**src/rtl/main_mem_arbiter_if.sv**
```systemverilog
// Bundle of the three requester ports and the main-memory port around main_mem_arbiter.
// slave is the arbiter's view; master is the caches/DMA/memory environment.
interface main_mem_arbiter_if #(
    parameter int ADDR_W = 32,
    parameter int DATA_W = 128
);
    logic              ic_req_i, ic_kill_i, ic_ack_o;
    logic [ADDR_W-1:0] ic_addr_i;
    logic [DATA_W-1:0] ic_rdata_o;

    logic              dc_req_i, dc_wen_i, dc_kill_i, dc_ack_o;
    logic [ADDR_W-1:0] dc_addr_i;
    logic [DATA_W-1:0] dc_wdata_i, dc_rdata_o;

    logic              dma_req_i, dma_wen_i, dma_ack_o;
    logic [ADDR_W-1:0] dma_addr_i;
    logic [DATA_W-1:0] dma_wdata_i, dma_rdata_o;

    logic              mem_req_o, mem_wen_o, mem_ack_i;
    logic [ADDR_W-1:0] mem_addr_o;
    logic [DATA_W-1:0] mem_wdata_o, mem_rdata_i;

    logic [1:0]        grant_o;
    logic              busy_o;

    modport slave (
        input  ic_req_i, ic_kill_i, ic_addr_i,
        output ic_rdata_o, ic_ack_o,
        input  dc_req_i, dc_wen_i, dc_kill_i, dc_addr_i, dc_wdata_i,
        output dc_rdata_o, dc_ack_o,
        input  dma_req_i, dma_wen_i, dma_addr_i, dma_wdata_i,
        output dma_rdata_o, dma_ack_o,
        output mem_req_o, mem_wen_o, mem_addr_o, mem_wdata_o,
        input  mem_rdata_i, mem_ack_i,
        output grant_o, busy_o
    );

    modport master (
        output ic_req_i, ic_kill_i, ic_addr_i,
        input  ic_rdata_o, ic_ack_o,
        output dc_req_i, dc_wen_i, dc_kill_i, dc_addr_i, dc_wdata_i,
        input  dc_rdata_o, dc_ack_o,
        output dma_req_i, dma_wen_i, dma_addr_i, dma_wdata_i,
        input  dma_rdata_o, dma_ack_o,
        input  mem_req_o, mem_wen_o, mem_addr_o, mem_wdata_o,
        output mem_rdata_i, mem_ack_i,
        input  grant_o, busy_o
    );
endinterface

```
**src/rtl/main_mem_arbiter.sv**
```systemverilog
// Round-robin arbiter (dcache -> icache -> DMA) for the single main-memory line port.
// Optional MEM_ARB_TIMEOUT_EN: abandon a killed transaction after TIMEOUT_CYCLES drain cycles.
module main_mem_arbiter #(
    parameter int ADDR_W         = 32,
    parameter int DATA_W         = 128,
    parameter int TIMEOUT_CYCLES = 239
) (
    input logic               clk,
    input logic               rst,
    main_mem_arbiter_if.slave bus
);
    typedef enum logic [1:0] {IDLE, BUSY, DRAIN} state_t;

    localparam logic [1:0] NONE = 2'd0, IC = 2'd1, DC = 2'd2, DMA = 2'd3;

    state_t            state, state_nxt;
    logic [1:0]        grant, ptr, win;
    logic [3:0]        elig;
    logic              mem_req, mem_wen;
    logic [ADDR_W-1:0] mem_addr;
    logic [DATA_W-1:0] mem_wdata;
    logic              owner_kill, fwd_ack;
`ifdef MEM_ARB_TIMEOUT_EN
    logic [7:0]        drain_cnt;
    logic              timeout;
`endif

    function automatic logic [1:0] succ(input logic [1:0] g);
        case (g)
            DC:      return IC;
            IC:      return DMA;
            default: return DC;
        endcase
    endfunction

    // A requester raising kill in IDLE simply sits out this round.
    always_comb begin
        elig = {bus.dma_req_i, bus.dc_req_i & ~bus.dc_kill_i, bus.ic_req_i & ~bus.ic_kill_i, 1'b0};
        win  = NONE;
        if (elig[ptr])                  win = ptr;
        else if (elig[succ(ptr)])       win = succ(ptr);
        else if (elig[succ(succ(ptr))]) win = succ(succ(ptr));
    end

    assign owner_kill = (grant == IC && bus.ic_kill_i) || (grant == DC && bus.dc_kill_i);
    assign fwd_ack    = (state == BUSY) && bus.mem_ack_i && !owner_kill;

`ifdef MEM_ARB_TIMEOUT_EN
    assign timeout = (drain_cnt == 8'(TIMEOUT_CYCLES - 1));
`endif

    always_ff @(posedge clk) begin
        if (rst) state <= IDLE;
        else     state <= state_nxt;
    end

    always_comb begin
        state_nxt = state;
        case (state)
            IDLE:  if (win != NONE) state_nxt = BUSY;
            BUSY: begin
                if (owner_kill)         state_nxt = bus.mem_ack_i ? IDLE : DRAIN;
                else if (bus.mem_ack_i) state_nxt = IDLE;
            end
            DRAIN: begin
                if (bus.mem_ack_i) state_nxt = IDLE;
`ifdef MEM_ARB_TIMEOUT_EN
                else if (timeout)  state_nxt = IDLE;
`endif
            end
            default: state_nxt = IDLE;
        endcase
    end

    always_ff @(posedge clk) begin
        if (rst) begin
            grant     <= NONE;
            ptr       <= DC;
            mem_req   <= 1'b0;
            mem_wen   <= 1'b0;
            mem_addr  <= '0;
            mem_wdata <= '0;
        end else if (state == IDLE && win != NONE) begin
            grant   <= win;
            ptr     <= succ(win);
            mem_req <= 1'b1;
            case (win)
                IC: begin
                    mem_addr  <= bus.ic_addr_i;
                    mem_wen   <= 1'b0;
                    mem_wdata <= '0;
                end
                DC: begin
                    mem_addr  <= bus.dc_addr_i;
                    mem_wen   <= bus.dc_wen_i;
                    mem_wdata <= bus.dc_wdata_i;
                end
                default: begin
                    mem_addr  <= bus.dma_addr_i;
                    mem_wen   <= bus.dma_wen_i;
                    mem_wdata <= bus.dma_wdata_i;
                end
            endcase
        end else if (state != IDLE && state_nxt == IDLE) begin
            grant   <= NONE;
            mem_req <= 1'b0;
        end
    end

`ifdef MEM_ARB_TIMEOUT_EN
    always_ff @(posedge clk) begin
        if (rst)                                    drain_cnt <= '0;
        else if (state == BUSY && state_nxt == DRAIN) drain_cnt <= '0;
        else if (state == DRAIN && !bus.mem_ack_i)  drain_cnt <= drain_cnt + 8'd1;
    end
`endif

    assign bus.mem_req_o   = mem_req;
    assign bus.mem_wen_o   = mem_wen;
    assign bus.mem_addr_o  = mem_addr;
    assign bus.mem_wdata_o = mem_wdata;
    assign bus.grant_o     = grant;
    assign bus.busy_o      = (state != IDLE);

    assign bus.ic_ack_o    = fwd_ack && grant == IC;
    assign bus.dc_ack_o    = fwd_ack && grant == DC;
    assign bus.dma_ack_o   = fwd_ack && grant == DMA;
    assign bus.ic_rdata_o  = (fwd_ack && grant == IC)  ? bus.mem_rdata_i : '0;
    assign bus.dc_rdata_o  = (fwd_ack && grant == DC)  ? bus.mem_rdata_i : '0;
    assign bus.dma_rdata_o = (fwd_ack && grant == DMA) ? bus.mem_rdata_i : '0;
endmodule

```
**src/flat_wrapper.sv**
```systemverilog
// flat-port wrapper written by rule: the top's interface ports become plain ports
module main_mem_arbiter_flat 
#(
    parameter int ADDR_W         = 32,
    parameter int DATA_W         = 128,
    parameter int TIMEOUT_CYCLES = 239
)
  (clk, rst, bus_ic_req_i, bus_ic_kill_i, bus_ic_addr_i, bus_ic_rdata_o, bus_ic_ack_o, bus_dc_req_i, bus_dc_wen_i, bus_dc_kill_i, bus_dc_addr_i, bus_dc_wdata_i, bus_dc_rdata_o, bus_dc_ack_o, bus_dma_req_i, bus_dma_wen_i, bus_dma_addr_i, bus_dma_wdata_i, bus_dma_rdata_o, bus_dma_ack_o, bus_mem_req_o, bus_mem_wen_o, bus_mem_addr_o, bus_mem_wdata_o, bus_mem_rdata_i, bus_mem_ack_i, bus_grant_o, bus_busy_o);
  main_mem_arbiter_if #(.ADDR_W(ADDR_W), .DATA_W(DATA_W)) bus_i ();
  input logic clk;
  input logic rst;
  input wire logic [$bits(bus_i.ic_req_i)-1:0] bus_ic_req_i;
  input wire logic [$bits(bus_i.ic_kill_i)-1:0] bus_ic_kill_i;
  input wire logic [$bits(bus_i.ic_addr_i)-1:0] bus_ic_addr_i;
  output wire logic [$bits(bus_i.ic_rdata_o)-1:0] bus_ic_rdata_o;
  output wire logic [$bits(bus_i.ic_ack_o)-1:0] bus_ic_ack_o;
  input wire logic [$bits(bus_i.dc_req_i)-1:0] bus_dc_req_i;
  input wire logic [$bits(bus_i.dc_wen_i)-1:0] bus_dc_wen_i;
  input wire logic [$bits(bus_i.dc_kill_i)-1:0] bus_dc_kill_i;
  input wire logic [$bits(bus_i.dc_addr_i)-1:0] bus_dc_addr_i;
  input wire logic [$bits(bus_i.dc_wdata_i)-1:0] bus_dc_wdata_i;
  output wire logic [$bits(bus_i.dc_rdata_o)-1:0] bus_dc_rdata_o;
  output wire logic [$bits(bus_i.dc_ack_o)-1:0] bus_dc_ack_o;
  input wire logic [$bits(bus_i.dma_req_i)-1:0] bus_dma_req_i;
  input wire logic [$bits(bus_i.dma_wen_i)-1:0] bus_dma_wen_i;
  input wire logic [$bits(bus_i.dma_addr_i)-1:0] bus_dma_addr_i;
  input wire logic [$bits(bus_i.dma_wdata_i)-1:0] bus_dma_wdata_i;
  output wire logic [$bits(bus_i.dma_rdata_o)-1:0] bus_dma_rdata_o;
  output wire logic [$bits(bus_i.dma_ack_o)-1:0] bus_dma_ack_o;
  output wire logic [$bits(bus_i.mem_req_o)-1:0] bus_mem_req_o;
  output wire logic [$bits(bus_i.mem_wen_o)-1:0] bus_mem_wen_o;
  output wire logic [$bits(bus_i.mem_addr_o)-1:0] bus_mem_addr_o;
  output wire logic [$bits(bus_i.mem_wdata_o)-1:0] bus_mem_wdata_o;
  input wire logic [$bits(bus_i.mem_rdata_i)-1:0] bus_mem_rdata_i;
  input wire logic [$bits(bus_i.mem_ack_i)-1:0] bus_mem_ack_i;
  output wire logic [$bits(bus_i.grant_o)-1:0] bus_grant_o;
  output wire logic [$bits(bus_i.busy_o)-1:0] bus_busy_o;
  assign bus_i.ic_req_i = bus_ic_req_i;
  assign bus_i.ic_kill_i = bus_ic_kill_i;
  assign bus_i.ic_addr_i = bus_ic_addr_i;
  assign bus_ic_rdata_o = bus_i.ic_rdata_o;
  assign bus_ic_ack_o = bus_i.ic_ack_o;
  assign bus_i.dc_req_i = bus_dc_req_i;
  assign bus_i.dc_wen_i = bus_dc_wen_i;
  assign bus_i.dc_kill_i = bus_dc_kill_i;
  assign bus_i.dc_addr_i = bus_dc_addr_i;
  assign bus_i.dc_wdata_i = bus_dc_wdata_i;
  assign bus_dc_rdata_o = bus_i.dc_rdata_o;
  assign bus_dc_ack_o = bus_i.dc_ack_o;
  assign bus_i.dma_req_i = bus_dma_req_i;
  assign bus_i.dma_wen_i = bus_dma_wen_i;
  assign bus_i.dma_addr_i = bus_dma_addr_i;
  assign bus_i.dma_wdata_i = bus_dma_wdata_i;
  assign bus_dma_rdata_o = bus_i.dma_rdata_o;
  assign bus_dma_ack_o = bus_i.dma_ack_o;
  assign bus_mem_req_o = bus_i.mem_req_o;
  assign bus_mem_wen_o = bus_i.mem_wen_o;
  assign bus_mem_addr_o = bus_i.mem_addr_o;
  assign bus_mem_wdata_o = bus_i.mem_wdata_o;
  assign bus_i.mem_rdata_i = bus_mem_rdata_i;
  assign bus_i.mem_ack_i = bus_mem_ack_i;
  assign bus_grant_o = bus_i.grant_o;
  assign bus_busy_o = bus_i.busy_o;
  main_mem_arbiter #(.ADDR_W(ADDR_W), .DATA_W(DATA_W), .TIMEOUT_CYCLES(TIMEOUT_CYCLES)) u_core (.clk(clk), .rst(rst), .bus(bus_i));
endmodule
```
**config.mk**
```make
export PLATFORM = sky130hd
export DESIGN_NAME = main_mem_arbiter_flat
export DESIGN_NICKNAME = d
export VERILOG_FILES = /design/src/rtl/main_mem_arbiter_if.sv /design/src/rtl/main_mem_arbiter.sv /design/src/flat_wrapper.sv
export SDC_FILE = /design/constraint.sdc
export NUM_CORES = 1
export LEC_CHECK = 0
export CORE_AREA = 4 4 409 411
export CTS_CLUSTER_DIAMETER = 150
export CTS_CLUSTER_SIZE = 25
export DETAILED_ROUTE_END_ITERATION = 16
export DIE_AREA = 0 0 413 415
export GPL_ROUTABILITY_DRIVEN = 0
export PLACE_DENSITY = 0.3
export SYNTH_ARGS = -nofsm -noshare
export SYNTH_HDL_FRONTEND = slang
export SYNTH_SLANG_ARGS = --single-unit
```
**constraint.sdc**
```tcl
create_clock -name clk -period 3.3 [get_ports clk]
set_input_delay 0.66 -clock clk [delete_from_list [all_inputs] [get_ports clk]]
set_output_delay 0.66 -clock clk [all_outputs]
set_load 0.005 [all_outputs]
```
==> results.cfg, run 1 <==
[run_status]
run_status = completed

[setup_path]
timing.critical_path.cells = buf_2 > and3b_2 > nand2_1 > nor3_4 > buf_6 > buf_12 > clkbuf_16 > and2_1 > clkdlybuf4s50_1
critical_path_depth = 9
worst_ep_required_time_ns = 2.64
critPathArrivalTime_ns = 2.57
cp.buffers_inverters = 5
reg2reg_slack_ns = 0.16
crit_path_start_kind = input port
endpoint_kind = output pin
capture_point_of_the_worst_reg_to_reg_path = u_core.bus.mem_wdata_o[90]
timing.reg2reg.worst_path_depth = 11
worst_r2r_startpoint = u_core.ptr[1]
crit_path_end = bus_ic_rdata_o[37]
worst_path_max_delay_cell = sky130_fd_sc_hd__clkdlybuf4s50_1
dominant_delay_contributor_by_cell_family_on_the_critical_path = buffers and inverters
max_stage_delay_ns = 0.51
path_class = input port to output pin
crit_path_max_fanout = 7
crit_start = bus_mem_ack_i

[die]
die-width_um = 413
top_ports = 1042
die_area_mm2 = 0.171
die_height_um = 415
floorplan.initialDensity = 0.0662
placementRows = 149
core_region_area_mm2 = 0.164

[synthesis]
ys_seq_elements = 168
synth-compound-area-share = 0.232
synth.area.mux_share = 0
synthDistinctLibCells = 43
synth_xor_area_frac = 0
yosys.area_share.adder = 0.00668
synth_nets = 1834
post_synth_instance_area_mm2 = 0.0109
postSynthCellCount = 1339
synth.yosys.seq_area_share = 0.310
synth_edf_count = 0
postSynth.topFlopCell = sky130_fd_sc_hd__dfxtp_1
synth_top_family_by_area = simple AND/OR/NAND/NOR gates
asyncSetResetFlopFracSynth = 0
post_synth_and_or_nand_nor_area_fraction = 0.380
synth-warning-count = 0
post_synth.cell_area_avg_um2 = 8.11

[layout]
most-common-layout-cells = 940 x sky130_fd_sc_hd__clkdlybuf4s50_1, 385 x sky130_fd_sc_hd__and2_1, 167 x sky130_fd_sc_hd__dfxtp_1, 134 x sky130_fd_sc_hd__nor2_1, 130 x sky130_fd_sc_hd__nor3_1
layout_commonest_cell = sky130_fd_sc_hd__clkdlybuf4s50_1
drive_above_1_share = 0.125
final_net_count = 2893
syn_to_final_growth_pct = 138

[clock_tree]
hold_bufs_inserted_after_cts = 0
clk_root_buffer_cell = sky130_fd_sc_hd__clkbuf_16
numCtsBuffers = 17
numClockSinks = 168
clock_insertion_delay_worst_skew_ns = 0.54
ctsHtreeMaxLevel = 4
cts_tree = built
cts_buffer_depth = 2
clk_pin_slew_worst_paths_ns = 0.08

[placement]
dp_slack_ns = -0.608
port-buffer-count = 1041
placed_wire_length_estimate_um = 102000

[timing]
finClkSkew_ns = 0.0429
final_critical_path_setup_slack_ns = 0.0671
drv_slew = 0
achievable_freq_ghz = 0.309
worstMarginPinSlew_ns = 0.639
timing.final.setup_violations = 0
worst_hold_slack_ns = 0.443
setup_repair_after_global_routing_missed_its_margin = yes
final-hold-violation-count = 0
period_minus_slack_ns = 3.23
slew_headroom = 0.573
final_min_period_over_clock_period = 0.980

[pwr]
pwr_density_cell_mw_per_mm2 = 742
seq_power_share = 0.175
leak_pwr_nw = 10.2
power.clock.fraction = 0.119
power_frac_comb = 0.706
netSwitchingFraction = 0.474
p_switching_mw = 9.08
irDropWorstVdd_v = 0.000587
p_int_mw = 10.1

[drt]
route.vias.total = 14400
route.antenna.remaining_nets = 0
drt-total-wl_um = 120000
vias_per_cell = 3.12
post_drt_wl_per_cell_um = 26.1
post-route-drc-count = 0
drt_first_pass_iters = 5
first_iter_violations = 574

[job]
max_cap_viol_count = 0

[min_path]
hp-class = register to register

[grt]
grt_first_pass_wirelength_um = 149000
antenna_found_initial = 66
pin_count_of_the_biggest_net_entering_global_routing = 57
overflow = 0
groute.usage.overall = 0.131
first_global_vias = 14500
[layer usage]
layer  GRT usage  vias up  wire (um)
met5           0        -         64
met4      0.0256       10       2040
met3      0.0380      128       8890
met2       0.258      698      65700
met1       0.136     6781      43500
li1            -     6758          -
[logic make-up after synthesis]
kind of cell	after synthesis
AOI/OAI and AO/OA	244
adders and majority gates	6
buffers and inverters	146
DFF	168
and+or+nand+nor	775
[Yosys cell counts, types with 2 or more instances]
cell type                  number  share of area
sky130_fd_sc_hd__a211oi_1       4         0.0028
sky130_fd_sc_hd__a21oi_1       36          0.017
sky130_fd_sc_hd__a221oi_1      18          0.015
sky130_fd_sc_hd__a221oi_2     110           0.15
sky130_fd_sc_hd__a22oi_1       32          0.022
sky130_fd_sc_hd__and2_1       385           0.22
sky130_fd_sc_hd__buf_1         11         0.0038
sky130_fd_sc_hd__buf_2         24          0.011
sky130_fd_sc_hd__buf_4         18          0.012
sky130_fd_sc_hd__buf_6         13          0.013
sky130_fd_sc_hd__clkbuf_1      51          0.018
sky130_fd_sc_hd__clkbuf_2      24          0.011
sky130_fd_sc_hd__dfxtp_1      168           0.31
sky130_fd_sc_hd__ha_1           5         0.0058
sky130_fd_sc_hd__inv_1          4         0.0014
sky130_fd_sc_hd__nand2_1      101          0.035
sky130_fd_sc_hd__nand2b_1       7         0.0040
sky130_fd_sc_hd__nand3b_1       4         0.0028
sky130_fd_sc_hd__nor2_1       134          0.046
sky130_fd_sc_hd__nor3_1       130          0.060
sky130_fd_sc_hd__nor3_2         2         0.0018
sky130_fd_sc_hd__nor3b_1        2         0.0014
sky130_fd_sc_hd__nor4bb_1       2         0.0018
sky130_fd_sc_hd__o21ai_0       35          0.016
[cell type report]
cell class / instances / area, um2
antenna: 11 / 27.5
clock buffer: 17 / 425
clock inverter: 14 / 181
fill: 18700 / 138000
inverter: 4 / 15.0
multi-input combinational: 1025 / 6770
sequential: 168 / 3370
tap: 2189 / 2740
timing repair buffer: 1182 / 12300
[flip-flops by register name, indices dropped and copies added, names as in the netlist]
name and cells:
u_core.bus.mem_addr_o 32, u_core.bus.grant_o 2, u_core.bus.mem_wdata_o 128, u_core.bus.mem_wen_o 1, u_core.state 2, u_core.bus.mem_req_o 1, u_core.ptr 2
[how the worst min path moves through the flow]
stage | from | to | slack [ns] | depth (start not counted)
after floorplan | u_core.bus.mem_addr_o[0] | u_core.bus.mem_addr_o[0] | 0.45 | 2
after global placement | u_core.bus.mem_addr_o[22] | u_core.bus.mem_addr_o[22] | 0.44 | 2
after detailed placement | u_core.bus.mem_addr_o[14] | u_core.bus.mem_addr_o[14] | 0.45 | 2
after CTS | u_core.bus.mem_addr_o[14] | u_core.bus.mem_addr_o[14] | 0.46 | 2
after global routing | u_core.state[1] | u_core.state[0] | 0.47 | 1
final | u_core.state[1] | u_core.state[0] | 0.44 | 1
[power groups by stage]
stage / clock (mW) / sequential (mW) / combinational [mW]
after floorplan: 0 / 3.33 / 6.71
after global placement: 0 / 3.40 / 14.1
after detailed placement: 0 / 3.41 / 13.9
after CTS: 2.47 / 3.38 / 14.0
after global routing: 2.48 / 3.45 / 14.8
final: 2.28 / 3.35 / 13.5
[worst reg2reg max path: stages, from the launching register on]
cell                       delay, ns
sky130_fd_sc_hd__dfxtp_1        0.49
sky130_fd_sc_hd__inv_1          0.08
sky130_fd_sc_hd__ha_1           0.21
sky130_fd_sc_hd__nand2b_1       0.15
sky130_fd_sc_hd__o32ai_1        0.27
sky130_fd_sc_hd__nor2_1         0.10
sky130_fd_sc_hd__o21a_1         0.23
sky130_fd_sc_hd__ha_1           0.22
sky130_fd_sc_hd__or3_4          0.43
sky130_fd_sc_hd__buf_12         0.18
sky130_fd_sc_hd__a221oi_1       0.61
sky130_fd_sc_hd__nor3_1         0.08
[per-stage QoR]
step	power (mW)	utilization	TNS (ns)	std cells	instance area, um2
6_report	19.2	0.157	0	4610	25800
5_1_grt	20.8	0.157	-0.131	4600	25800
2_1_floorplan	10.0	-	0	1339	10900
4_1_cts	19.8	0.154	-0.0647	4577	25300
3_3_place_gp	17.5	0.150	-213.12	4540	24600
3_5_place_dp	17.3	0.150	-209.31	4540	24600
[what timing repair did]
action | 4_1_cts | 5_1_grt
gates resized for setup | 44 | 63
setup buffers | 5 | 10
gates cloned | 1 | 13
setup endpoints to repair | 387 | 178
Note: power is estimated with default switching activity, not from simulation.
==> inputs of run 2 (changes only) <==
--- a/config.mk
+++ b/config.mk
@@ -12,6 +12,8 @@
 export DIE_AREA = 0 0 413 415
 export GPL_ROUTABILITY_DRIVEN = 0
 export PLACE_DENSITY = 0.3
+export SETUP_SLACK_MARGIN = 0.02
+export SLEW_MARGIN = 25
 export SYNTH_ARGS = -nofsm -noshare
 export SYNTH_HDL_FRONTEND = slang
 export SYNTH_SLANG_ARGS = --single-unit
==> run 2 against run 1 <==
Compared with the run above: combinational power about the same; global-route usage up 0.12 points; sequential share of layout area up 0.052 points; maximum frequency grew 2.3%; die area unchanged; cell count is 0.11% higher; critical path type unchanged.
==> results.cfg, run 2 (synthesized netlist as in run 1, its figures left out) <==
[drt]
post-route-drc-count = 0
vias_per_cell = 3.11
drt_first_pass_iters = 5
route.antenna.remaining_nets = 0
drt-total-wl_um = 120000
first_iter_violations = 550
post_drt_wl_per_cell_um = 26.1
route.vias.total = 14400

[timing]
slew_headroom = 0.578
final-hold-violation-count = 0
finClkSkew_ns = 0.0429
final_min_period_over_clock_period = 0.958
drv_slew = 0
worstMarginPinSlew_ns = 0.631
achievable_freq_ghz = 0.316
setup_repair_after_global_routing_missed_its_margin = no
timing.final.setup_violations = 0
period_minus_slack_ns = 3.16

[clock_tree]
numClockSinks = 168
clk_root_buffer_cell = sky130_fd_sc_hd__clkbuf_16
clk_pin_slew_worst_paths_ns = 0.08
clock_insertion_delay_worst_skew_ns = 0.54
ctsHtreeMaxLevel = 4
numCtsBuffers = 17
cts_buffer_depth = 2
cts_tree = built

[grt]
first_global_vias = 14500
groute.usage.overall = 0.132
pin_count_of_the_biggest_net_entering_global_routing = 57
grt_first_pass_wirelength_um = 150000
overflow = 0
antenna_found_initial = 66

[pwr]
leak_pwr_nw = 10.2
seq_power_share = 0.175
totalPowerFinal_mw = 19.2
irDropWorstVdd_v = 0.000585
p_int_mw = 10.1
netSwitchingFraction = 0.474
pwr_density_cell_mw_per_mm2 = 745
power_frac_comb = 0.706
p_switching_mw = 9.08
power.clock.fraction = 0.119

[die]
floorplan.initialDensity = 0.0662
top_ports = 1042
die-width_um = 413
die_area_mm2 = 0.171
placementRows = 149
core_region_area_mm2 = 0.164
die_height_um = 415

[setup_path]
crit_path_start_kind = input port
timing.critical_path.cells = buf_2 > and3b_2 > buf_4 > nand2_1 > nor3_4 > buf_12 > buf_12 > and2_1 > clkdlybuf4s50_1
worst_ep_required_time_ns = 2.64
worst_path_max_delay_cell = sky130_fd_sc_hd__clkdlybuf4s50_1
cp.buffers_inverters = 5
crit_path_max_fanout = 20
critPathArrivalTime_ns = 2.50
timing.critical_path.mode_cell = sky130_fd_sc_hd__buf_12
dominant_delay_contributor_by_cell_family_on_the_critical_path = buffers and inverters
endpoint_kind = output pin
path_class = input port to output pin
max_stage_delay_ns = 0.53

[run_status]
run_status = completed

[job]
max_cap_viol_count = 0

[placement]
port-buffer-count = 1041
post-place-cells = 4540
placed_wire_length_estimate_um = 102000

[layout]
final_net_count = 2896
filler_cell_count = 18700
largest_register_ffs = 128
post_layout_nonfiller_instances = 4615
syn_to_final_growth_pct = 137
layout_commonest_cell = sky130_fd_sc_hd__clkdlybuf4s50_1
most-common-layout-cells = 849 x sky130_fd_sc_hd__clkdlybuf4s50_1, 381 x sky130_fd_sc_hd__and2_1, 167 x sky130_fd_sc_hd__dfxtp_1, 163 x sky130_fd_sc_hd__dlygate4sd2_1, 134 x sky130_fd_sc_hd__nor2_1
drive_above_1_share = 0.128

[min_path]
hp-class = register to register
-- run 2: layer usage --
layer	global-route usage	wire length (um)
met5	0	64
met4	0.0230	1900
met3	0.0383	9170
met1	0.137	43300
met2	0.262	65900
-- run 2: final cells by class --
type	count	area, um2	area share
clock buffers	17	425	0.0165
flip-flops and latches	168	3370	0.131
repair buffers	1185	12200	0.473
multi-input cells	1025	6790	0.264
diodes	13	32.5	0.00127
inverters	4	15.0	0.000584
well taps	2189	2740	0.107
clock inverters	14	181	0.00706
-- run 2: power groups by stage --
stage / sequential (mW) / clock, mW / combinational, mW
floorplan: 3.33 / 0 / 6.71
global placement: 3.40 / 0 / 14.1
detailed placement: 3.41 / 0 / 13.9
CTS: 3.38 / 2.47 / 14.0
global route: 3.45 / 2.48 / 14.8
finish: 3.36 / 2.28 / 13.5
-- run 2: what timing repair did --
action / CTS / global route
gates resized for setup: 185 / 26
hold buffers: 0 / 0
setup endpoints to repair: 387 / 124
cloned: 5 / 7
buffers inserted: 9 / 10
-- run 2: path summary, 6_finish.rpt --
| check | endpoint | depth (start not counted) | slack [ns] | from |
|---|---|---|---|---|
| max reg2reg | u_core.bus.mem_wdata_o[86] | 11 | 0.21 | u_core.ptr[1] |
| max | bus_dc_rdata_o[48] | 9 | 0.14 | bus_mem_ack_i |
| min reg2reg | u_core.state[0] | 1 | 0.44 | u_core.state[1] |
| min | u_core.state[0] | 1 | 0.44 | u_core.state[1] |
-- run 2: worst reg2reg max path: cells and delay by family, from the launching register on --
family	cells	cell delay, ns
buf+inv	2	0.26
simple gates	4	0.77
flops	1	0.49
fa+ha+maj	2	0.43
compound gates	3	1.06
-- run 2: metrics by stage --
step	worst slack [ns]	area, um2	TNS [ns]	hold slack, ns	util
after floorplan	0.534	10900	0	0.453	-
after global placement	-0.619	24600	-213.12	0.443	0.150
after detailed placement	-0.608	24600	-209.31	0.446	0.150
after CTS	0.00219	25300	0	0.456	0.154
after global routing	0.0159	25700	0	0.466	0.156
final	0.139	25700	0	0.443	0.157
